$ cat src/rtl/mdu_pkg.sv
// rtl/mdu_pkg.sv - op codes, FSM states and counter sizing for mult_div_unit
package mdu_pkg;

  // Operation codes presented on the op port
  localparam logic [2:0] MDU_NOP   = 3'b000;
  localparam logic [2:0] MDU_MULT  = 3'b001;
  localparam logic [2:0] MDU_MULTU = 3'b010;
  localparam logic [2:0] MDU_DIV   = 3'b011;
  localparam logic [2:0] MDU_DIVU  = 3'b100;
  localparam logic [2:0] MDU_MTHI  = 3'b101;
  localparam logic [2:0] MDU_MTLO  = 3'b110;

  // Sequencer states
  typedef enum logic [1:0] {
    IDLE,
    MUL,
    DIV,
    FIX
  } mdu_state_t;

  // Iteration counter must hold 0..width-1
  function automatic int mdu_cnt_w(input int width);
    return (width > 2) ? $clog2(width) : 1;
  endfunction

  localparam int MDU_WIDTH = 32;
  localparam int MDU_CNT_W = mdu_cnt_w(MDU_WIDTH);

endpackage

$ cat src/rtl/mdu_divider.sv
// rtl/mdu_divider.sv - restoring divider step with quotient/remainder registers
module mdu_divider #(
  parameter int WIDTH = 32
) (
  input  logic             clk,
  input  logic             reset,
  input  logic             load,
  input  logic             step,
  input  logic [WIDTH-1:0] dividend,
  input  logic [WIDTH-1:0] divisor,
  output logic [WIDTH-1:0] quotient,
  output logic [WIDTH-1:0] remainder
);

  logic [WIDTH-1:0] dsor;
  logic [WIDTH:0]   shifted;
  logic             fits;
  logic [WIDTH-1:0] diff;

  // Partial remainder shifted left by one with the next dividend bit pulled in;
  // the remainder stays below the divisor, so a successful subtract fits WIDTH bits
  always_comb begin
    shifted = {remainder, quotient[WIDTH-1]};
    fits    = (shifted >= {1'b0, dsor});
    diff    = shifted[WIDTH-1:0] - dsor;
  end

  // Load magnitudes on accept, then one restoring step per cycle
  always_ff @(posedge clk or posedge reset) begin
    if (reset) begin
      quotient  <= '0;
      remainder <= '0;
      dsor      <= '0;
    end else if (load) begin
      quotient  <= dividend;
      remainder <= '0;
      dsor      <= divisor;
    end else if (step) begin
      remainder <= fits ? diff : shifted[WIDTH-1:0];
      quotient  <= {quotient[WIDTH-2:0], fits};
    end
  end

endmodule

$ cat src/rtl/mult_div_unit.sv
// rtl/mult_div_unit.sv - iterative MULT/MULTU/DIV/DIVU with HI/LO; divider enabled by MDU_DIV_EN
module mult_div_unit
  import mdu_pkg::*;
#(
  parameter int WIDTH = 32
) (
  input  logic             clk,
  input  logic             reset,
  input  logic             start,
  input  logic [2:0]       op,
  input  logic [WIDTH-1:0] rs_data,
  input  logic [WIDTH-1:0] rt_data,
  output logic             busy,
  output logic             stall,
  output logic             done,
  output logic [WIDTH-1:0] hi,
  output logic [WIDTH-1:0] lo
);

  localparam int CW = mdu_cnt_w(WIDTH);
  localparam logic [CW-1:0] LAST = CW'(WIDTH - 1);

  mdu_state_t         state;
  logic [CW-1:0]      cnt;
  logic [WIDTH-1:0]   mcand;
  logic [2*WIDTH-1:0] prod;
  logic               neg_res;

  logic               accept;
  logic               is_mul;
  logic               is_long;
  logic               signed_op;
  logic               sign_a;
  logic               sign_b;
  logic [WIDTH-1:0]   mag_a;
  logic [WIDTH-1:0]   mag_b;
  logic [WIDTH:0]     mul_sum;
  logic [2*WIDTH-1:0] prod_fix;
  logic [WIDTH-1:0]   fix_hi;
  logic [WIDTH-1:0]   fix_lo;

`ifdef MDU_DIV_EN
  logic               is_div;
  logic               div_op;
  logic               neg_rem;
  logic               div_zero;
  logic [WIDTH-1:0]   quotient;
  logic [WIDTH-1:0]   remainder;

  mdu_divider #(
    .WIDTH(WIDTH)
  ) u_divider (
    .clk      (clk),
    .reset    (reset),
    .load     (accept & is_div),
    .step     (state == DIV),
    .dividend (mag_a),
    .divisor  (mag_b),
    .quotient (quotient),
    .remainder(remainder)
  );
`endif

  // Request decode, operand magnitudes and the hold-the-core stall
  always_comb begin
    accept    = start & ~busy;
    is_mul    = (op == MDU_MULT) || (op == MDU_MULTU);
`ifdef MDU_DIV_EN
    is_div    = (op == MDU_DIV) || (op == MDU_DIVU);
    is_long   = is_mul | is_div;
    signed_op = (op == MDU_MULT) || (op == MDU_DIV);
`else
    is_long   = is_mul;
    signed_op = (op == MDU_MULT);
`endif
    sign_a    = signed_op & rs_data[WIDTH-1];
    sign_b    = signed_op & rt_data[WIDTH-1];
    mag_a     = sign_a ? -rs_data : rs_data;
    mag_b     = sign_b ? -rt_data : rt_data;
    stall     = busy | (start & is_long);
  end

  // Shift-add step: add multiplicand into the upper half when the multiplier LSB is set
  always_comb begin
    mul_sum = {1'b0, prod[2*WIDTH-1:WIDTH]} + (prod[0] ? {1'b0, mcand} : {(WIDTH+1){1'b0}});
  end

  // Sign-corrected results presented to HI/LO in FIX
  always_comb begin
    prod_fix = neg_res ? -prod : prod;
    fix_hi   = prod_fix[2*WIDTH-1:WIDTH];
    fix_lo   = prod_fix[WIDTH-1:0];
`ifdef MDU_DIV_EN
    if (div_op) begin
      fix_hi = neg_rem ? -remainder : remainder;
      fix_lo = div_zero ? '1 : (neg_res ? -quotient : quotient);
    end
`endif
  end

  // Sequencer, multiply datapath and HI/LO registers
  always_ff @(posedge clk or posedge reset) begin
    if (reset) begin
      state   <= IDLE;
      cnt     <= '0;
      busy    <= 1'b0;
      done    <= 1'b0;
      hi      <= '0;
      lo      <= '0;
      mcand   <= '0;
      prod    <= '0;
      neg_res <= 1'b0;
`ifdef MDU_DIV_EN
      div_op   <= 1'b0;
      neg_rem  <= 1'b0;
      div_zero <= 1'b0;
`endif
    end else begin
      done <= 1'b0;
      case (state)
        IDLE: begin
          if (accept) begin
            cnt     <= '0;
            mcand   <= mag_a;
            prod    <= {{WIDTH{1'b0}}, mag_b};
            neg_res <= sign_a ^ sign_b;
`ifdef MDU_DIV_EN
            div_op   <= is_div;
            neg_rem  <= sign_a;
            div_zero <= (rt_data == '0);
`endif
            if (is_mul) begin
              state <= MUL;
              busy  <= 1'b1;
`ifdef MDU_DIV_EN
            end else if (is_div) begin
              state <= DIV;
              busy  <= 1'b1;
`endif
            end else if (op == MDU_MTHI) begin
              hi <= rs_data;
            end else if (op == MDU_MTLO) begin
              lo <= rs_data;
            end
          end
        end
        MUL: begin
          prod <= {mul_sum, prod[WIDTH-1:1]};
          cnt  <= cnt + 1'b1;
          if (cnt == LAST) state <= FIX;
        end
`ifdef MDU_DIV_EN
        DIV: begin
          cnt <= cnt + 1'b1;
          if (cnt == LAST) state <= FIX;
        end
`endif
        FIX: begin
          hi    <= fix_hi;
          lo    <= fix_lo;
          busy  <= 1'b0;
          done  <= 1'b1;
          state <= IDLE;
        end
        default: begin
          state <= IDLE;
          busy  <= 1'b0;
        end
      endcase
    end
  end

endmodule

$ cat config.mk
export PLATFORM = sky130hd
export DESIGN_NAME = mult_div_unit
export DESIGN_NICKNAME = d
export VERILOG_FILES = /design/src/rtl/mdu_pkg.sv /design/src/rtl/mdu_divider.sv /design/src/rtl/mult_div_unit.sv
export SDC_FILE = /design/constraint.sdc
export NUM_CORES = 1
export LEC_CHECK = 0
export ABC_AREA = 1
export BUFFER_PORTS_ARGS = -buffer_cell sky130_fd_sc_hd__buf_4
export CAP_MARGIN = 5
export CORE_ASPECT_RATIO = 1.75
export CORE_MARGIN = 2
export CORE_UTILIZATION = 30
export DETAILED_ROUTE_END_ITERATION = 12
export HOLD_SLACK_MARGIN = 0.02
export PLACE_DENSITY = 0.57
export SLEW_MARGIN = 25
export SYNTH_ARGS = -nofsm -noshare
export SYNTH_HDL_FRONTEND = slang
export SYNTH_HIERARCHICAL = 1
export SYNTH_SLANG_ARGS = --single-unit
export TNS_END_PERCENT = 100
$ cat constraint.sdc
create_clock -name clk -period 6.4 [get_ports clk]
set_clock_uncertainty 0.15 [all_clocks]
set_input_delay 0 -clock clk [delete_from_list [all_inputs] [get_ports clk]]
set_output_delay 0 -clock clk [all_outputs]
set_load 0.02 [all_outputs]
==> out/summary.md, run 1 <==
The run gives 2251 as the net count of the mapped netlist. Endpoint kind of the worst setup timing path: a register. After clock tree synthesis, the setup repair step added 0 buffers. The wire length of the first global-routing pass was 90.9 mm. The average vias per placed instance is 5.17, and the initial antenna violation count is 0. In this run, the number of DRC markers left after iteration 0 of detailed routing was 969. The sequential cell fraction of total power was 0.310.

The number of H-tree levels was 4. The number of buffers on the longest clock path is 2. The combinational fraction of design power is 0.537. The cell area that synthesis handed to floorplanning was 13200 um2.

The Yosys step of the flow raised 6 warnings. Entering global routing, the biggest net connects 79 pins. Type of the tightest min-delay check: in -> reg. Max-cap violations in this run came to 0.

The tightest slew margin relative to the limit was 0.268. The run gives 15300 as the via count of the first global-routing pass. Setup violations remaining at the end of the flow were counted as 0.

The sequential fraction of the synthesis area was 0.322. The prevailing post-synth register cell was dfrtp_1. The run gives 0 as the final routed DRC violation total. TritonCTS created 17 clock buffers. The worst setup path is launched from a primary input.

The dominant cell type by count on the critical path was nand2_1. The commonest non-fill, non-tap cell in the layout was nand2_1. The net switching share of the total power works out to 0.513. The worst-path cell with the longest stage delay is inv_1.

In this run the critical register-to-register path is launched from state[1]. The starting density of the core was 0.304. The I/O pin count was 137. Site row count: 101. IR analysis of the VDD net gives a maximum drop of 195 uV. The distinct cell type count of the synthesized netlist was 38.

The clock transition at the registers of the reported paths works out to 0.07 ns. The tools report the net total in the final layout as 2473. The area growth from synthesis to layout is 26.1%. Summed over all layers, the routed wires come to 61.1 mm. Floorplan die height: 281 um. The clock sink count is 170, and the utilization after layout is 0.384.

Setup repair after global routing left no endpoint under its margin. TritonCTS built the clock tree. Routability-driven placement finished with a final weighted congestion of 1.01. The floorplan step defined a die boundary enclosing 45700 um2. Across all setup checks in the final design, the least slack found is 2.90 ns. The logs give 48.5 mm for the HPWL after detailed placement and 0 for the total inserted antenna cells. The largest single stage delay on the critical path is 0.71 ns.

At the worst endpoint, the arrival time is 3.71 ns. Counting I/O delays and the setup requirement, the final critical path takes 3.50 ns. In the final timing run, aggregate negative setup slack is 0 ns.

Summed over all layers, the global routing overflow is 0. The synthesized design contains 170 register bits. In the layout the commonest cells are nand2_1 (651), nor2_1 (327), inv_1 (261), nand3_1 (239), dfrtp_1 (168).

For this run, the top clock speed supported by timing is 0.285 GHz. The floorplan step set the die width to 163 um. For this design the static power due to leakage is 8.09 nW.

Post-CTS repair changed the size of 0 cells. Ratio of total power to cell area: 451 nW/um2. The core region is 43300 um2.

Along the worst path, the maximum fanout reaches 31. For the worst-skew pair, the clock arrives at the later sink with an insertion delay of 0.47 ns. The count of hold-fix buffers inserted at cts is 120.

Proportion of layout cells with a drive suffix above 1: 0.0883. The number of detailed-routing iterations run before antenna repair was 6; the number of buffers added on ports was 136. For the pin with the worst max-slew slack, the measured transition is 1.09 ns.

Dividing the synthesized area by the synthesized cell count gives 6.16 um2. STA puts the critical path data required time at 6.60 ns. Part of the cycle the worst path needs: 0.547. The type of the worst setup path is in -> reg. Yosys mapped a number of flops with a built-in enable equal to 0. OpenSTA, run right after detailed placement, puts the worst setup slack at 3.15 ns. Tracing the worst setup path back leads to its startpoint at op[2]. After detailed routing, the average wire length per cell comes to 20.7 um. The switching power came out at 3.85 mW. The hold violation count in the final report is 0, and the async set-or-reset flop fraction in the synthesized netlist is 1.00. The count of antenna-violating nets left after detailed routing came out at 0.

The logs give 2143 for the count of mapped cells out of synthesis and 0.269 for the overall routing resource usage. The detailed router placed 15200 vias in this run. The part of the power in the clock network was 0.153; the number of pins with negative max-slew slack in the final report was 0.

The internal portion of the total power is 3.65 mW. The critical path goes through dlygate4sd3_1 > buf_4 > nor2_1 > nand2_1 > buf_4 > inv_1 > o21ai_1 > nand2_1 > nand2_1 > dlygate4sd3_1 > nand3_1 > dlygate4sd3_1 > nand2_1. The run finished with clean final reports. The tools report the start point of the worst hold path as op[1].

Clock tree synthesis selected as its root buffer the cell clkbuf_16.
## path summary, 6_finish.rpt
check                                  to  slack, ns  cells after the start
min in group asynchronous          lo[18]       0.54                      4
worst max-delay path             prod[28]       2.90                     13
worst min register to register  mcand[20]       0.34                      2
worst max register to register   prod[27]       3.01                      9
worst min-delay path             state[0]       0.05                      6
max in group asynchronous         neg_res       4.21                      5
## registers in the layout, summed over array words and instances (netlist names)
name	cells
cnt	5
state	2
lo	32
done	1
mcand	32
hi	32
prod	64
busy	1
neg_res	1
## power by group through the flow
| stage | sequential [mW] | clock [mW] | combinational (mW) |
|---|---|---|---|
| 5_1_grt | 2.36 | 1.20 | 4.50 |
| 6_report | 2.33 | 1.15 | 4.03 |
| 4_1_cts | 2.31 | 1.16 | 4.01 |
| 2_1_floorplan | 2.21 | 0 | 2.36 |
| 3_3_place_gp | 2.33 | 0 | 3.89 |
| 3_5_place_dp | 2.32 | 0 | 3.90 |
## critical path, delay by kind of cell
kind	cells	cell delay (ns)
simple gates	6	0.59
buf+inv	6	2.72
compound gates	1	0.37
## cell families (layout without fill, tap and decap cells)
group | Yosys count | after routing | synth area share
AOI/OAI and AO/OA | 295 | 295 | 0.127
xor gates and xnor gates | 33 | 33 | 0.0219
adders and majority gates | 38 | 38 | 0.0366
buffers and inverters | 334 | 569 | 0.0965
DFF | 170 | 170 | 0.322
and+or+nand+nor | 1273 | 1273 | 0.395
## cells in the mapped netlist (13+ instances only)
cell,number,share of area
nand2_1,651,0.19
nor2_1,329,0.094
inv_1,262,0.075
nand3_1,239,0.091
dfrtp_1,170,0.32
o21ai_0,108,0.041
a21oi_1,99,0.038
clkbuf_1,48,0.014
ha_1,37,0.035
xor2_1,31,0.021
nand4_1,23,0.011
o22ai_1,21,0.010
a31oi_1,16,0.0076
buf_2,16,0.0061
o211ai_1,14,0.0080
o21bai_1,13,0.0074
## area by class of cell
type	instances	area, um2
clock inverters	15	204
flip-flops and latches	170	4260
inverters	267	1010
repair buffers	270	2350
clock buffers	17	425
multi-input cells	1639	7690
well taps	566	708
fillers	4721	26700
## stage by stage
step           power (mW)  hold slack (ns)  instance area, um2  std cells
2_1_floorplan        4.57          0.00559               13200       2143
3_3_place_gp         6.22           -0.117               14800       2791
3_5_place_dp         6.22           -0.114               14800       2791
4_1_cts              7.48           0.0359               16600       2943
5_1_grt              8.06           0.0860               16600       2944
6_report             7.50           0.0467               16600       2944
## layer usage
metal | vias up | wire length [um] | GRT usage
met1 | 7166 | 20400 | 0.257
met3 | 180 | 2340 | 0.0294
met4 | 0 | 6880 | 0.255
li1 | 7360 | - | -
met2 | 508 | 31400 | 0.495
met5 | - | 0 | 0
(Power assumes the default switching activity.)
==> run 2: changes to the inputs <==
clock period = 3.7 ns   (was 6.4 ns; I/O delays follow)
==> run 2 against run 1 <==
  * Sequential cell count is the same
  * Cell count rose by 1.1%
  * Non-clock buffer count rose by 32
  * Count of clock-buffer cells in the layout grew 1
  * Routed wire length is 4.9% higher
  * Global-route usage is 1.2 points higher
  * Total power up 75%
  * Clock power increased by 70%
  * Sequential share of layout area decreased by 0.36 points
  * Core utilization grew 0.54 points
  * Critical path type unchanged
  * Largest cell class unchanged
  * Largest power group unchanged
==> out/summary.md, run 2 (same netlist as run 1, synthesis figures left out) <==
The weighted congestion at the end of routability-driven global placement was 0.977 (-3.3%); the starting density of the core was 0.304 (unchanged). The floorplan die height was 281 um (unchanged); the wire length of the first global-routing pass was 93.8 mm (+3.2%). The post-cts repair resize count came out at 0 (unchanged).

The maximum fanout along the worst path came out at 18 (-42%). For the sum of routed wire length over all layers, the log shows 64.0 mm (+4.9%). Proportion of layout cells with a drive suffix above 1: 0.0963 (+0.00796).

The logs give 170 (unchanged) for the clock sink count and 51.3 mm (+5.8%) for the HPWL after detailed placement. The cell-internal power came out at 6.31 mW (+73%). For the number of buffers created by CTS, the log shows 17 (unchanged). Leaving out fill and tap cells, the most frequent cells in the layout are nand2_1 (651), nor2_1 (327), inv_1 (261), nand3_1 (239), buf_4 (172).

The via count of the first global-routing pass is 15300 (+0.58%). The final routed DRC violation total is 0 (unchanged), and the number of pins with negative max-slew slack in the final report is 0 (unchanged). The run gives 0.545 (+0.008) as the combinational fraction of design power. Ranked by flip-flop count, first place goes to prod. The number of buffers added on ports was 136 (unchanged). The flow ran to the end, and the final reports show no timing, DRC or antenna violations. The site row count came out at 101 (unchanged). The initial antenna violation count was 0 (unchanged); the count of cells along the worst hold path was 5 (-1). The commonest non-fill, non-tap cell in the layout was nand2_1.

The total number of vias was 15500 (+1.9%); the clock transition at the registers of the reported paths was 0.07 ns (about the same). The clock period could shrink to 3.33 ns. Number of buffers on the longest clock path: 2 (unchanged). The part of the cycle the worst path needs was 0.900; the depth of the most critical reg-to-reg path was 17 (+8).

Max capacitance violation total: 0 (unchanged). Setup repair after global routing left no endpoint under its margin. The part of the power in the clock network came out at 0.149 (-0.004).

The endpoint kind of the worst setup timing path is a register. The number of H-tree levels is 4 (unchanged). TritonCTS built the clock tree. The delay of the slowest cell on the worst path is 0.58 ns (-0.13 ns). Largest vdd supply drop: 369 uV (+90%). The run gives 0.281 (+0.0118) as the overall routing resource usage. The ratio of total power to cell area is 779 nW/um2 (+73%), and the sequential cell fraction of total power is 0.307 (-0.003).

The type of the tightest min-delay check is in -> reg. The count of placed standard cells in the final layout, fillers left out was 2976 (+1.1%). The horizontal die dimension works out to 163 um (unchanged). For the switching power, the log shows 6.83 mW (+78%). The run gives 0 (unchanged) as the total overflow reported by the global router. The cell sitting at the root of the clock tree is a clkbuf_16. The flip-flop count of the largest register, all copies and words added was 64 (unchanged); the tightest slew margin relative to the limit was 0.305 (+0.0372). For the violation count after the first detailed-route iteration, the log shows 1284 (+33%). The logs give 8.23 nW (+1.6%) for the cell leakage power and 0 (unchanged) for the hold violation count in the final report. Among the stages of the critical path, the cell type that occurs most often is nand2_1. The maximum number of pins on one net before global-route repair came out at 105 (+33%). The run gives 2816 (+0.90%) as the count of placed standard cells including taps. Static timing analysis puts the maximum clock frequency at 0.300 GHz. The tools report the sum of negative setup slack as 0 ns (unchanged).

Worst-path cell with the longest stage delay: dlygate4sd3_1. The net switching share of the total power was 0.520 (+0.00721). For the total inserted antenna cells, the log shows 0 (unchanged).

The required time at the endpoint of the critical path was 3.91 ns (-2.69 ns). For the die area, the log shows 45700 um2 (unchanged). The slew at the pin closest to its max-slew limit was 1.04 ns (-0.0555 ns); the layout overhead on the synthesized area was 27.9%.

The average vias per placed instance was 5.21 (+0.83%). The signal on the critical path passes through dlygate4sd3_1 > buf_4 > inv_1 > nand2_1 > nor2_1 > nand2_1 > buf_4 > inv_1 > buf_4 > nand2_1 > nand2_1 > nand2_1 > dlygate4sd3_1 > nand3_1 > dlygate4sd3_1 > nand2_1. The worst setup path is of the in -> reg kind.

The count of antenna-violating nets left after detailed routing is 0 (unchanged). STA classifies the critical path startpoint as a primary input. The net total in the final layout was 2505 (+1.3%). The total core area is 43300 um2 (unchanged), and the clock network latency to the later pin of the worst-skew pair is 0.47 ns (about the same).

The routed length per instance was 21.5 um (+3.7%). The run gives 137 (unchanged) as the I/O pin count. The arrival time of data at the critical path endpoint is 3.54 ns (-0.17 ns). The logs give 0 (unchanged) for the count of final setup violators and 5 (-1) for the number of detailed-routing iterations run before antenna repair.
## run 2: metrics by stage
stage | setup slack [ns] | power (mW) | cell area [um2] | utilization | hold slack (ns)
floorplan | 1.00 | 7.91 | 13200 | - | 0.00559
global placement | 0.683 | 11.0 | 15000 | 0.346 | -0.148
detailed placement | 0.700 | 11.0 | 15000 | 0.346 | -0.149
CTS | 0.483 | 13.2 | 16900 | 0.389 | 0.0252
global route | 0.157 | 14.1 | 16900 | 0.389 | 0.111
finish | 0.368 | 13.1 | 16900 | 0.389 | 0.0432
## run 2: final cells by class
cell class / instances / area (um2)
Clock buffer: 18 / 429
Clock inverter: 14 / 173
Fill cell: 4726 / 26500
Inverter: 267 / 1010
Multi-Input combinational cell: 1639 / 7690
Sequential cell: 170 / 4260
Tap cell: 566 / 708
Timing Repair Buffer: 302 / 2610
## run 2: critical path: cells and delay by family
kind / cells / cell delay (ns)
and+or+nand+nor: 8 / 0.68
buffers and inverters: 8 / 2.83
## run 2: power groups by stage
| stage | Clock, mW | Combinational [mW] | Sequential, mW |
|---|---|---|---|
| after global routing | 2.06 | 7.91 | 4.09 |
| after global placement | 0 | 6.92 | 4.05 |
| after detailed placement | 0 | 6.95 | 4.05 |
| final | 1.95 | 7.16 | 4.03 |
| after CTS | 1.99 | 7.14 | 4.02 |
| after floorplan | 0 | 4.09 | 3.82 |
## run 2: path summary, 6_finish.rpt
check	start	to	slack (ns)
setup reg to reg	prod[0]	prod[53]	0.67
hold / removal	op[0]	state[0]	0.04
setup / recovery	op[1]	mcand[29]	0.37
max in group asynchronous	reset	mcand[12]	1.94
hold reg to reg	cnt[3]	cnt[3]	0.33
min in group asynchronous	reset	hi[18]	0.51
## run 2: what timing repair did
| item | CTS | global route |
|---|---|---|
| setup buffers | 0 | 0 |
| hold buffers | 128 | 0 |
| endpoints found under the hold margin | 270 | 0 |
## run 2: routing by layer
metal  share of wire  GRT usage
met5               0          0
met4            0.10      0.233
met3           0.038     0.0312
met2            0.53      0.532
met1            0.33      0.269
